`src/rtl/fp_mul_if.sv`:
```
// Operand/result handshake bundle for fp_mul_pipe.
//   in_valid/in_ready   operand pair handshake (fp_X, fp_Y, r_mode)
//   out_valid/out_ready result handshake (fp_Z, ovrf, udrf)
// slave is the multiplier's view, master the producer/consumer's view.
interface fp_mul_if #(
  parameter int EXP_W = 8,
  parameter int FRC_W = 23
);
  localparam int W = 1 + EXP_W + FRC_W;

  logic         in_valid;
  logic         in_ready;
  logic [W-1:0] fp_X;
  logic [W-1:0] fp_Y;
  logic [2:0]   r_mode;
  logic         out_valid;
  logic         out_ready;
  logic [W-1:0] fp_Z;
  logic         ovrf;
  logic         udrf;

  modport master (
    output in_valid, fp_X, fp_Y, r_mode, out_ready,
    input  in_ready, out_valid, fp_Z, ovrf, udrf
  );

  modport slave (
    input  in_valid, fp_X, fp_Y, r_mode, out_ready,
    output in_ready, out_valid, fp_Z, ovrf, udrf
  );
endinterface

```
`src/rtl/fp_mul_pipe.sv`:
```
// Three-stage pipelined floating-point multiplier, fp_Z = fp_X * fp_Y.
// Flush-to-zero for subnormal inputs (flushed to +0), no subnormal outputs,
// five rounding modes, overflow/underflow flags valid with out_valid.
// Ports:
//   clk    rising-edge clock
//   rst_n  asynchronous active-low reset
//   bus    fp_mul_if.slave: in_valid/in_ready/fp_X/fp_Y/r_mode in,
//          out_valid/out_ready/fp_Z/ovrf/udrf out
module fp_mul_pipe #(
  parameter int EXP_W = 8,
  parameter int FRC_W = 23
) (
  input logic     clk,
  input logic     rst_n,
  fp_mul_if.slave bus
);
  localparam int W    = 1 + EXP_W + FRC_W;
  localparam int EW   = EXP_W + 2;
  localparam int MW   = FRC_W + 1;
  localparam int PW   = 2 * FRC_W + 2;
  localparam int BIAS = (1 << (EXP_W - 1)) - 1;

  localparam logic signed [EW-1:0] BIAS_S = EW'(BIAS);
  localparam logic signed [EW-1:0] EMAX_S = EW'((1 << EXP_W) - 1);
  localparam logic [W-1:0] QNAN = {1'b0, {EXP_W{1'b1}}, 1'b1, {(FRC_W-1){1'b0}}};

  typedef enum logic [2:0] {
    RNE = 3'd0,
    RTZ = 3'd1,
    RDN = 3'd2,
    RUP = 3'd3,
    RMM = 3'd4
  } rnd_t;

  logic adv;
  assign adv          = !bus.out_valid || bus.out_ready;
  assign bus.in_ready = adv;

  // ---------------- S1: unpack / classify / sign / exponent sum
  logic             xs, ys;
  logic [EXP_W-1:0] xe, ye;
  logic [FRC_W-1:0] xf, yf;
  logic             x_zero, y_zero, x_inf, y_inf, x_nan, y_nan;
  logic             sx_eff, sy_eff, sgn_c, nan_c;
  logic             spec_n;
  logic [W-1:0]     spec_val_n;
  logic signed [EW-1:0] e_c;
  rnd_t             rm_c;

  assign xs = bus.fp_X[W-1];
  assign ys = bus.fp_Y[W-1];
  assign xe = bus.fp_X[W-2 -: EXP_W];
  assign ye = bus.fp_Y[W-2 -: EXP_W];
  assign xf = bus.fp_X[FRC_W-1:0];
  assign yf = bus.fp_Y[FRC_W-1:0];

  assign x_zero = (xe == '0);
  assign y_zero = (ye == '0);
  assign x_inf  = (xe == '1) && (xf == '0);
  assign y_inf  = (ye == '1) && (yf == '0);
  assign x_nan  = (xe == '1) && (xf != '0);
  assign y_nan  = (ye == '1) && (yf != '0);

  // Subnormals flush to +0; only a true zero keeps its sign.
  assign sx_eff = xs && !(x_zero && (xf != '0));
  assign sy_eff = ys && !(y_zero && (yf != '0));
  assign sgn_c  = sx_eff ^ sy_eff;
  assign nan_c  = x_nan || y_nan || (x_inf && y_zero) || (y_inf && x_zero);

  assign e_c = $signed({2'b00, xe}) + $signed({2'b00, ye}) - BIAS_S;

  always_comb begin
    spec_n     = 1'b1;
    spec_val_n = '0;
    if (nan_c)
      spec_val_n = QNAN;
    else if (x_inf || y_inf)
      spec_val_n = {sgn_c, {EXP_W{1'b1}}, {FRC_W{1'b0}}};
    else if (x_zero || y_zero)
      spec_val_n = {sgn_c, {(W-1){1'b0}}};
    else
      spec_n = 1'b0;
  end

  always_comb begin
    case (bus.r_mode)
      3'd1:    rm_c = RTZ;
      3'd2:    rm_c = RDN;
      3'd3:    rm_c = RUP;
      3'd4:    rm_c = RMM;
      default: rm_c = RNE;
    endcase
  end

  logic                 s1_v, s1_sign, s1_spec;
  logic [W-1:0]         s1_spec_val;
  logic signed [EW-1:0] s1_e;
  logic [MW-1:0]        s1_mx, s1_my;
  rnd_t                 s1_rm;

  always_ff @(posedge clk or negedge rst_n) begin
    if (!rst_n) begin
      s1_v        <= 1'b0;
      s1_sign     <= 1'b0;
      s1_spec     <= 1'b0;
      s1_spec_val <= '0;
      s1_e        <= '0;
      s1_mx       <= '0;
      s1_my       <= '0;
      s1_rm       <= RNE;
    end else if (adv) begin
      s1_v        <= bus.in_valid;
      s1_sign     <= sgn_c;
      s1_spec     <= spec_n;
      s1_spec_val <= spec_val_n;
      s1_e        <= e_c;
      s1_mx       <= {1'b1, xf};
      s1_my       <= {1'b1, yf};
      s1_rm       <= rm_c;
    end
  end

  // ---------------- S2: mantissa product
  logic                 s2_v, s2_sign, s2_spec;
  logic [W-1:0]         s2_spec_val;
  logic signed [EW-1:0] s2_e;
  logic [PW-1:0]        s2_p;
  rnd_t                 s2_rm;

  always_ff @(posedge clk or negedge rst_n) begin
    if (!rst_n) begin
      s2_v        <= 1'b0;
      s2_sign     <= 1'b0;
      s2_spec     <= 1'b0;
      s2_spec_val <= '0;
      s2_e        <= '0;
      s2_p        <= '0;
      s2_rm       <= RNE;
    end else if (adv) begin
      s2_v        <= s1_v;
      s2_sign     <= s1_sign;
      s2_spec     <= s1_spec;
      s2_spec_val <= s1_spec_val;
      s2_e        <= s1_e;
      s2_p        <= PW'(s1_mx) * PW'(s1_my);
      s2_rm       <= s1_rm;
    end
  end

  // ---------------- S3: normalise / round / pack / flags
  // pn holds the product with its leading one dropped, so the fraction,
  // guard and sticky fields sit at fixed positions in either case.
  logic [PW-2:0]        pn;
  logic signed [EW-1:0] en, er;
  logic [FRC_W-1:0]     frac, fr;
  logic                 g, st, inc, to_inf;
  logic [FRC_W:0]       rsum;
  logic [W-1:0]         z_n;
  logic                 of_n, uf_n;

  always_comb begin
    pn     = s2_p[PW-1] ? s2_p[PW-2:0] : {s2_p[PW-3:0], 1'b0};
    en     = s2_e + $signed({{(EW-1){1'b0}}, s2_p[PW-1]});
    frac   = pn[PW-2 -: FRC_W];
    g      = pn[PW-2-FRC_W];
    st     = |pn[PW-3-FRC_W:0];
    case (s2_rm)
      RTZ:     inc = 1'b0;
      RDN:     inc = s2_sign && (g || st);
      RUP:     inc = !s2_sign && (g || st);
      RMM:     inc = g;
      default: inc = g && (st || frac[0]);
    endcase
    rsum   = {1'b0, frac} + {{FRC_W{1'b0}}, inc};
    // Carry out of the rounded mantissa means 1.11..1 rounded to 10.00..0.
    er     = en + $signed({{(EW-1){1'b0}}, rsum[FRC_W]});
    fr     = rsum[FRC_W] ? '0 : rsum[FRC_W-1:0];
    to_inf = (s2_rm == RNE) || (s2_rm == RMM) ||
             ((s2_rm == RUP) && !s2_sign) || ((s2_rm == RDN) && s2_sign);
    z_n    = s2_spec_val;
    of_n   = 1'b0;
    uf_n   = 1'b0;
    if (!s2_spec) begin
      if (en <= 0) begin
        z_n  = {s2_sign, {(W-1){1'b0}}};
        uf_n = 1'b1;
      end else if (er >= EMAX_S) begin
        of_n = 1'b1;
        z_n  = to_inf ? {s2_sign, {EXP_W{1'b1}}, {FRC_W{1'b0}}}
                      : {s2_sign, {{(EXP_W-1){1'b1}}, 1'b0}, {FRC_W{1'b1}}};
      end else begin
        z_n  = {s2_sign, er[EXP_W-1:0], fr};
      end
    end
  end

  logic         ov_q, of_q, uf_q;
  logic [W-1:0] z_q;

  always_ff @(posedge clk or negedge rst_n) begin
    if (!rst_n) begin
      ov_q <= 1'b0;
      z_q  <= '0;
      of_q <= 1'b0;
      uf_q <= 1'b0;
    end else if (adv) begin
      ov_q <= s2_v;
      z_q  <= z_n;
      of_q <= of_n;
      uf_q <= uf_n;
    end
  end

  assign bus.out_valid = ov_q;
  assign bus.fp_Z      = z_q;
  assign bus.ovrf      = of_q;
  assign bus.udrf      = uf_q;
endmodule
```
`src/flat_wrapper.sv`:
```
// flat-port wrapper written by rule: the top's interface ports become plain ports
module fp_mul_pipe_flat 
#(
  parameter int EXP_W = 8,
  parameter int FRC_W = 23
)
  (clk, rst_n, bus_in_valid, bus_fp_X, bus_fp_Y, bus_r_mode, bus_out_ready, bus_in_ready, bus_out_valid, bus_fp_Z, bus_ovrf, bus_udrf);
  fp_mul_if #(.EXP_W(EXP_W), .FRC_W(FRC_W)) bus_i ();
  input logic clk;
  input logic rst_n;
  input wire logic [$bits(bus_i.in_valid)-1:0] bus_in_valid;
  input wire logic [$bits(bus_i.fp_X)-1:0] bus_fp_X;
  input wire logic [$bits(bus_i.fp_Y)-1:0] bus_fp_Y;
  input wire logic [$bits(bus_i.r_mode)-1:0] bus_r_mode;
  input wire logic [$bits(bus_i.out_ready)-1:0] bus_out_ready;
  output wire logic [$bits(bus_i.in_ready)-1:0] bus_in_ready;
  output wire logic [$bits(bus_i.out_valid)-1:0] bus_out_valid;
  output wire logic [$bits(bus_i.fp_Z)-1:0] bus_fp_Z;
  output wire logic [$bits(bus_i.ovrf)-1:0] bus_ovrf;
  output wire logic [$bits(bus_i.udrf)-1:0] bus_udrf;
  assign bus_i.in_valid = bus_in_valid;
  assign bus_i.fp_X = bus_fp_X;
  assign bus_i.fp_Y = bus_fp_Y;
  assign bus_i.r_mode = bus_r_mode;
  assign bus_i.out_ready = bus_out_ready;
  assign bus_in_ready = bus_i.in_ready;
  assign bus_out_valid = bus_i.out_valid;
  assign bus_fp_Z = bus_i.fp_Z;
  assign bus_ovrf = bus_i.ovrf;
  assign bus_udrf = bus_i.udrf;
  fp_mul_pipe #(.EXP_W(EXP_W), .FRC_W(FRC_W)) u_core (.clk(clk), .rst_n(rst_n), .bus(bus_i));
endmodule
```
`config.mk`:
```
export PLATFORM = sky130hd
export DESIGN_NAME = fp_mul_pipe_flat
export DESIGN_NICKNAME = d
export VERILOG_FILES = /design/src/rtl/fp_mul_if.sv /design/src/rtl/fp_mul_pipe.sv /design/src/flat_wrapper.sv
export SDC_FILE = /design/constraint.sdc
export NUM_CORES = 2
export LEC_CHECK = 0
export BUFFER_PORTS_ARGS = -buffer_cell sky130_fd_sc_hd__buf_2
export CAP_MARGIN = 0
export CORE_ASPECT_RATIO = 1.75
export CORE_MARGIN = 2
export CORE_UTILIZATION = 50
export DETAILED_ROUTE_END_ITERATION = 7
export PLACE_DENSITY = 0.76
export SYNTH_ARGS = -nofsm -noshare
export SYNTH_HDL_FRONTEND = slang
export SYNTH_SLANG_ARGS = --single-unit
```
`constraint.sdc`:
```
create_clock -name clk -period 8.4 [get_ports clk]
set_input_delay 0.42 -clock clk [delete_from_list [all_inputs] [get_ports clk]]
set_output_delay 0.42 -clock clk [all_outputs]
set_load 0.01 [all_outputs]
```
# Word-level counts from Yosys, hierarchy flattened
# Index checks and enable logic that the tools add are counted.
dict set report op_classes {
  multipliers 1
  n_reduce_logical 38
  bitwise 1
  muxes 19
  eq_ne 10
  addsub 5
  magnitude_cmp 2
}
# cell count
set ops {}
lappend ops {{2-to-1 mux 32 bit} 4}
lappend ops {{2-to-1 mux 31 bit} 2}
lappend ops {{multiplier 24 x 24 -> 48 bit} 1}
lappend ops {{2-to-1 mux 47 bit} 1}
lappend ops {{zero test 23 bit} 2}
lappend ops {{nonzero test 23 bit} 2}
lappend ops {{adder 23 x 1 -> 24 bit} 1}
lappend ops {{2-to-1 mux 24 bit} 1}
lappend ops {{2-to-1 mux 23 bit} 1}
lappend ops {{OR reduction 23 bit} 1}
lappend ops {{adder 10 x 2 -> 10 bit} 2}
lappend ops {{equality test 8 bit, second input constant} 2}
lappend ops {{zero test 8 bit} 2}
lappend ops {{logical AND 1 bit} 15}
lappend ops {{equality test 3 x 2 -> 1 bit, second input constant} 4}
lappend ops {{case mux 3 bit (4 select lines)} 1}
lappend ops {{logical OR 1 bit} 11}
lappend ops {{greater-or-equal comparator 10 x 9 -> 1 bit, second input constant} 1}
lappend ops {{less-or-equal comparator 10 x 1 -> 1 bit, second input constant} 1}
lappend ops {{subtractor 10 x 8 -> 10 bit, second input constant} 1}
lappend ops {{adder 8 x 8 -> 9 bit} 1}
lappend ops {{2-to-1 mux 1 bit} 8}
lappend ops {{equality test 3 x 1 -> 1 bit, second input constant} 2}
lappend ops {{equality test 3 bit, second input constant} 2}
lappend ops {{other kinds (4)} 7}
dict set report word_totals {
  register_bits 227
  wordCells 95
  inputBits 71
}

# Logic depth before layout (Yosys ltp)
dict set report logic_depth {
  depth_word 11
  ltp_mapped 25
  depth_no_buf 24
}

# Least setup slack after synthesis
# No wires, ideal clock.
dict set report synth_timing {
  path_kind {reg2reg}
  start {reg u_core.s1_my[3]}
  end {reg u_core.s2_p[38]}
  path_slack_ps 1803
  arrival_time_ps 6515
  path_stages_with_launch 26
  required_ps 8318
  path_buffers 1
  cell_sequence {dfrtp_1 -> clkbuf_1 -> nand2_1 -> fa_1 -> inv_1 -> fa_1 -> inv_1 -> fa_1 -> inv_1 -> fa_1 -> inv_1 -> fa_1 -> inv_1 -> fa_1 -> inv_1 -> fa_1 -> inv_1 -> ha_1 -> and4_1 -> a41o_1 -> a31oi_1 -> a21oi_1 -> o31ai_1 -> o21a_1 -> o21ai_0 -> a31oi_1}
}
dict set report synth_via {
  elab_chain_cells 1
}
# item line_no
set synth_lines {}
lappend synth_lines {{start: declaration} fp_mul_pipe.sv:98} ;# logic [MW-1:0] s1_mx, s1_my;
lappend synth_lines {{start signal: assignment} fp_mul_pipe.sv:118} ;# s1_my <= {1'b1, yf};
lappend synth_lines {{multiplier 24 x 24 -> 48 bit} fp_mul_pipe.sv:145} ;# s2_p <= PW'(s1_mx) * PW'(s1_my);
lappend synth_lines {{end signal: assignment} fp_mul_pipe.sv:145}
lappend synth_lines {{end: declaration} fp_mul_pipe.sv:127} ;# logic [PW-1:0] s2_p;
# No other way between the ends.
# A chain may end at the register's enable or synchronous reset.

# Worst setup path after layout
dict set report layout_timing {
  start {reg u_core.s1_mx[11]}
  end {reg u_core.s2_p[38]}
}
dict set report layout_via {
  elab_chain_cells 1
}
# item line_no
set layout_lines {}
lappend layout_lines {{start: declaration} fp_mul_pipe.sv:98}
lappend layout_lines {{start signal: assignment} fp_mul_pipe.sv:117} ;# s1_mx <= {1'b1, xf};
lappend layout_lines {{multiplier 24 x 24 -> 48 bit} fp_mul_pipe.sv:145}
# No other way between the ends.

==> summary.txt <==
status - complete, no violations
IO Count - 107
crit-path max cell delay - 1.03 ns
Critical Path End Type - register
RSZ-0062 raised after global routing - no
Final GP Congestion - 0.972
largest net degree at the start of global routing - 99
I/O Buffers - 106
post-layout net count - 3925
share of cells above drive strength 1 - 6.39%
Total Wirelength - 72000 µm
Synth Flop Type - dfrtp_1
hpwl dp - 58800 µm
critical path's top delay family - adder cells
Worst Hold Class - input pin to asynchronous set/reset pin
total grt overflow - 0
num rows - 114
wire per inst - 18.5 µm
R2R Path Start - u_core.s1_mx[11]
Worst-Margin Slew - 1.12 ns
Die Wd - 182 µm
gr usage total - 26.5%
Post-Syn Area - 27800 µm²
Final setup viols - 0
die height - 316 µm
Cells after Synth - 3187
CTS Buf Count - 17
critical path fanouts, max - 25
required time worst endpoint - 8.78 ns
DRT Pass-1 Iters - 6
Non-Filler Instances - 3891
Yosys cell types - 77
Fillers - 5025
Synth Warn # - 0
Min Clock Period, post-route - 7.66 ns
DR iter-0 viols - 1420
vias in the first global route - 22932
first-pass GRT wire length - 119000 µm
worst skew pair latency - 0.46 ns
Max transition margin - 25.2%
period utilisation layout - 91.2%
die area - 57500 µm²
Initial Util - 50.5%
postcts setup bufs - 0
Vias/cell - 5.54
CP max-delay cell - dfrtp_1
WHS - 0.0473 ns
final instance area - 29400 µm²
ys async rst share - 100%
final-report hold violation count - 0
Slew Viols, Final - 0
H-Tree Depth - 4
Setup Total Neg Slack - 0 ns
gr busiest metal - met2
Final ANT Viol Nets - 0
CTS tree - built
root buf cell - clkbuf_16
via count - 21573
clk slew on worst S/H paths - 0.08 ns
core area - 55100 µm²
Num Clock Sinks - 168
post-cts sizing count - 0
DRC - 0
Synth Register Bits - 168
Max Root-Sink Buffers - 2
DP Cell Count - 3858
antenna violations before repair - 0
Max Cap Viol - 0
CTS Hold Bufs - 0
Post-Syn Nets - 3931
critical path buffer and inverter count - 7
post-synthesis sequential area ratio - 15.1%
placed inst area - 28800 µm²
Max Clk Rate - 130 MHz
area delta synth->final - 5.84%
critical path launch point - u_core.s1_mx[11]
met2 GRT Util - 48.3%
Worst Path Arrival - 8.04 ns
clock skew - 0.0121 ns
met1 Track Usage GR - 30.3%
critical-path cell list - nand2_1 -> fa_1 -> inv_1 -> fa_1 -> inv_1 -> fa_1 -> inv_1 -> fa_1 -> inv_1 -> fa_1 -> inv_1 -> fa_1 -> inv_1 -> fa_1 -> inv_1 -> ha_1 -> and4_1 -> a41o_1 -> a31oi_1 -> a21oi_1 -> o31ai_1 -> o21a_1 -> o21ai_0 -> a31oi_1
met3 Use GR - 3.75%
Mapped Avg Cell Area - 8.72 µm²
startpoint type of the worst setup path - register
number of synthesized flops with an enable pin - 0
CP Class - register to register
[worst paths after layout]
check	endpoint	slack (ns)	cells past startpoint
hold reg to reg	u_core.s2_spec_val[31]	0.47	2
setup / recovery	u_core.s2_p[38]	0.74	24
setup reg to reg	u_core.s2_p[38]	0.74	24
hold / removal	u_core.s2_spec_val[30]	0.05	1
min in group clk	u_core.s1_v	0.16	3
max in group asynchronous	u_core.s2_p[47]	6.75	2
[layout make-up]
class | count | area (µm²) | share of cell area, %
well taps | 696 | 871 | 2.96
diodes | 1 | 2.50 | 0.00851
clock buffers | 17 | 425 | 1.45
multi-input cells | 2289 | 20800 | 70.8
repair buffers | 146 | 837 | 2.85
flip-flops and latches | 168 | 4210 | 14.3
clock inverters | 15 | 139 | 0.472
inverters | 559 | 2100 | 7.14
[metal layers]
| metal | wire (µm) | vias up |
|---|---|---|
| met3 | 3640 | 227 |
| met5 | 0 | - |
| met4 | 3610 | 0 |
| li1 | - | 9787 |
| met1 | 26500 | 10881 |
| met2 | 38300 | 678 |
[placed cells by master (no fill, tap or decap), types with 12 or more instances in the layout]
master,n
nand2_1,603
inv_1,558
fa_1,483
and2_1,310
ha_1,190
dfrtp_1,167
a21oi_1,108
buf_2,105
nor2_1,94
o21ai_0,58
xnor2_1,53
buf_4,40
nand3_1,39
a21o_1,36
xor2_1,34
nand4_1,26
nor4_1,21
mux2i_1,17
and3_1,17
clkbuf_16,17
nor2b_1,13
nor3_1,12
[cell families (layout without fill, tap and decap cells)]
kind of cell	Yosys count	in the layout	synth area share (%)
simple gates	1182	1182	20.3
compound gates	323	323	7.60
mux	24	24	0.896
other cells	0	1	0
flops	168	168	15.1
xor+xnor	87	87	2.74
fa+ha+maj	673	673	43.4
buf+inv	730	737	9.94
[Yosys cell counts, types with 10 or more instances]
master | n | area, µm²
dfrtp_1 | 168 | 4200
nand3_1 | 39 | 195
a21o_1 | 36 | 270
ha_1 | 190 | 2380
fa_1 | 483 | 9670
o21ai_0 | 58 | 290
xnor2_1 | 53 | 464
a31oi_1 | 10 | 62.6
buf_2 | 12 | 60.1
and2_1 | 310 | 1940
o211ai_1 | 11 | 82.6
nor2_1 | 94 | 353
a21oi_1 | 108 | 541
clkbuf_1 | 149 | 559
inv_1 | 558 | 2090
mux2i_1 | 17 | 170
nand2_1 | 603 | 2260
nor2b_1 | 14 | 87.6
nor4_1 | 21 | 131
nand4_1 | 26 | 163
and3_1 | 17 | 106
nand2b_1 | 11 | 68.8
xor2_1 | 34 | 298
nor3_1 | 12 | 60.1
[per-stage QoR]
step                worst slack (ns)  util, %
finish                         0.736     53.4
global route                   0.356     53.4
CTS                            0.774     53.4
detailed placement             0.835     52.4
global placement               0.933     52.4
floorplan                       1.80        -
[flip-flops by register name (all words and copies together), names as in the netlist, 3 cells and up]
| name | flops |
|---|---|
| u_core.s2_p | 48 |
| u_core.bus.fp_Z | 32 |
| u_core.s1_rm | 3 |
| u_core.s1_spec_val | 3 |
| u_core.s2_e | 10 |
| u_core.s1_e | 10 |
| u_core.s2_rm | 3 |
| u_core.s1_my | 24 |
| u_core.s2_spec_val | 3 |
| u_core.s1_mx | 23 |
Power is not shown: default switching activity piles up to over one toggle a cycle in this logic, so the estimate is an artifact.
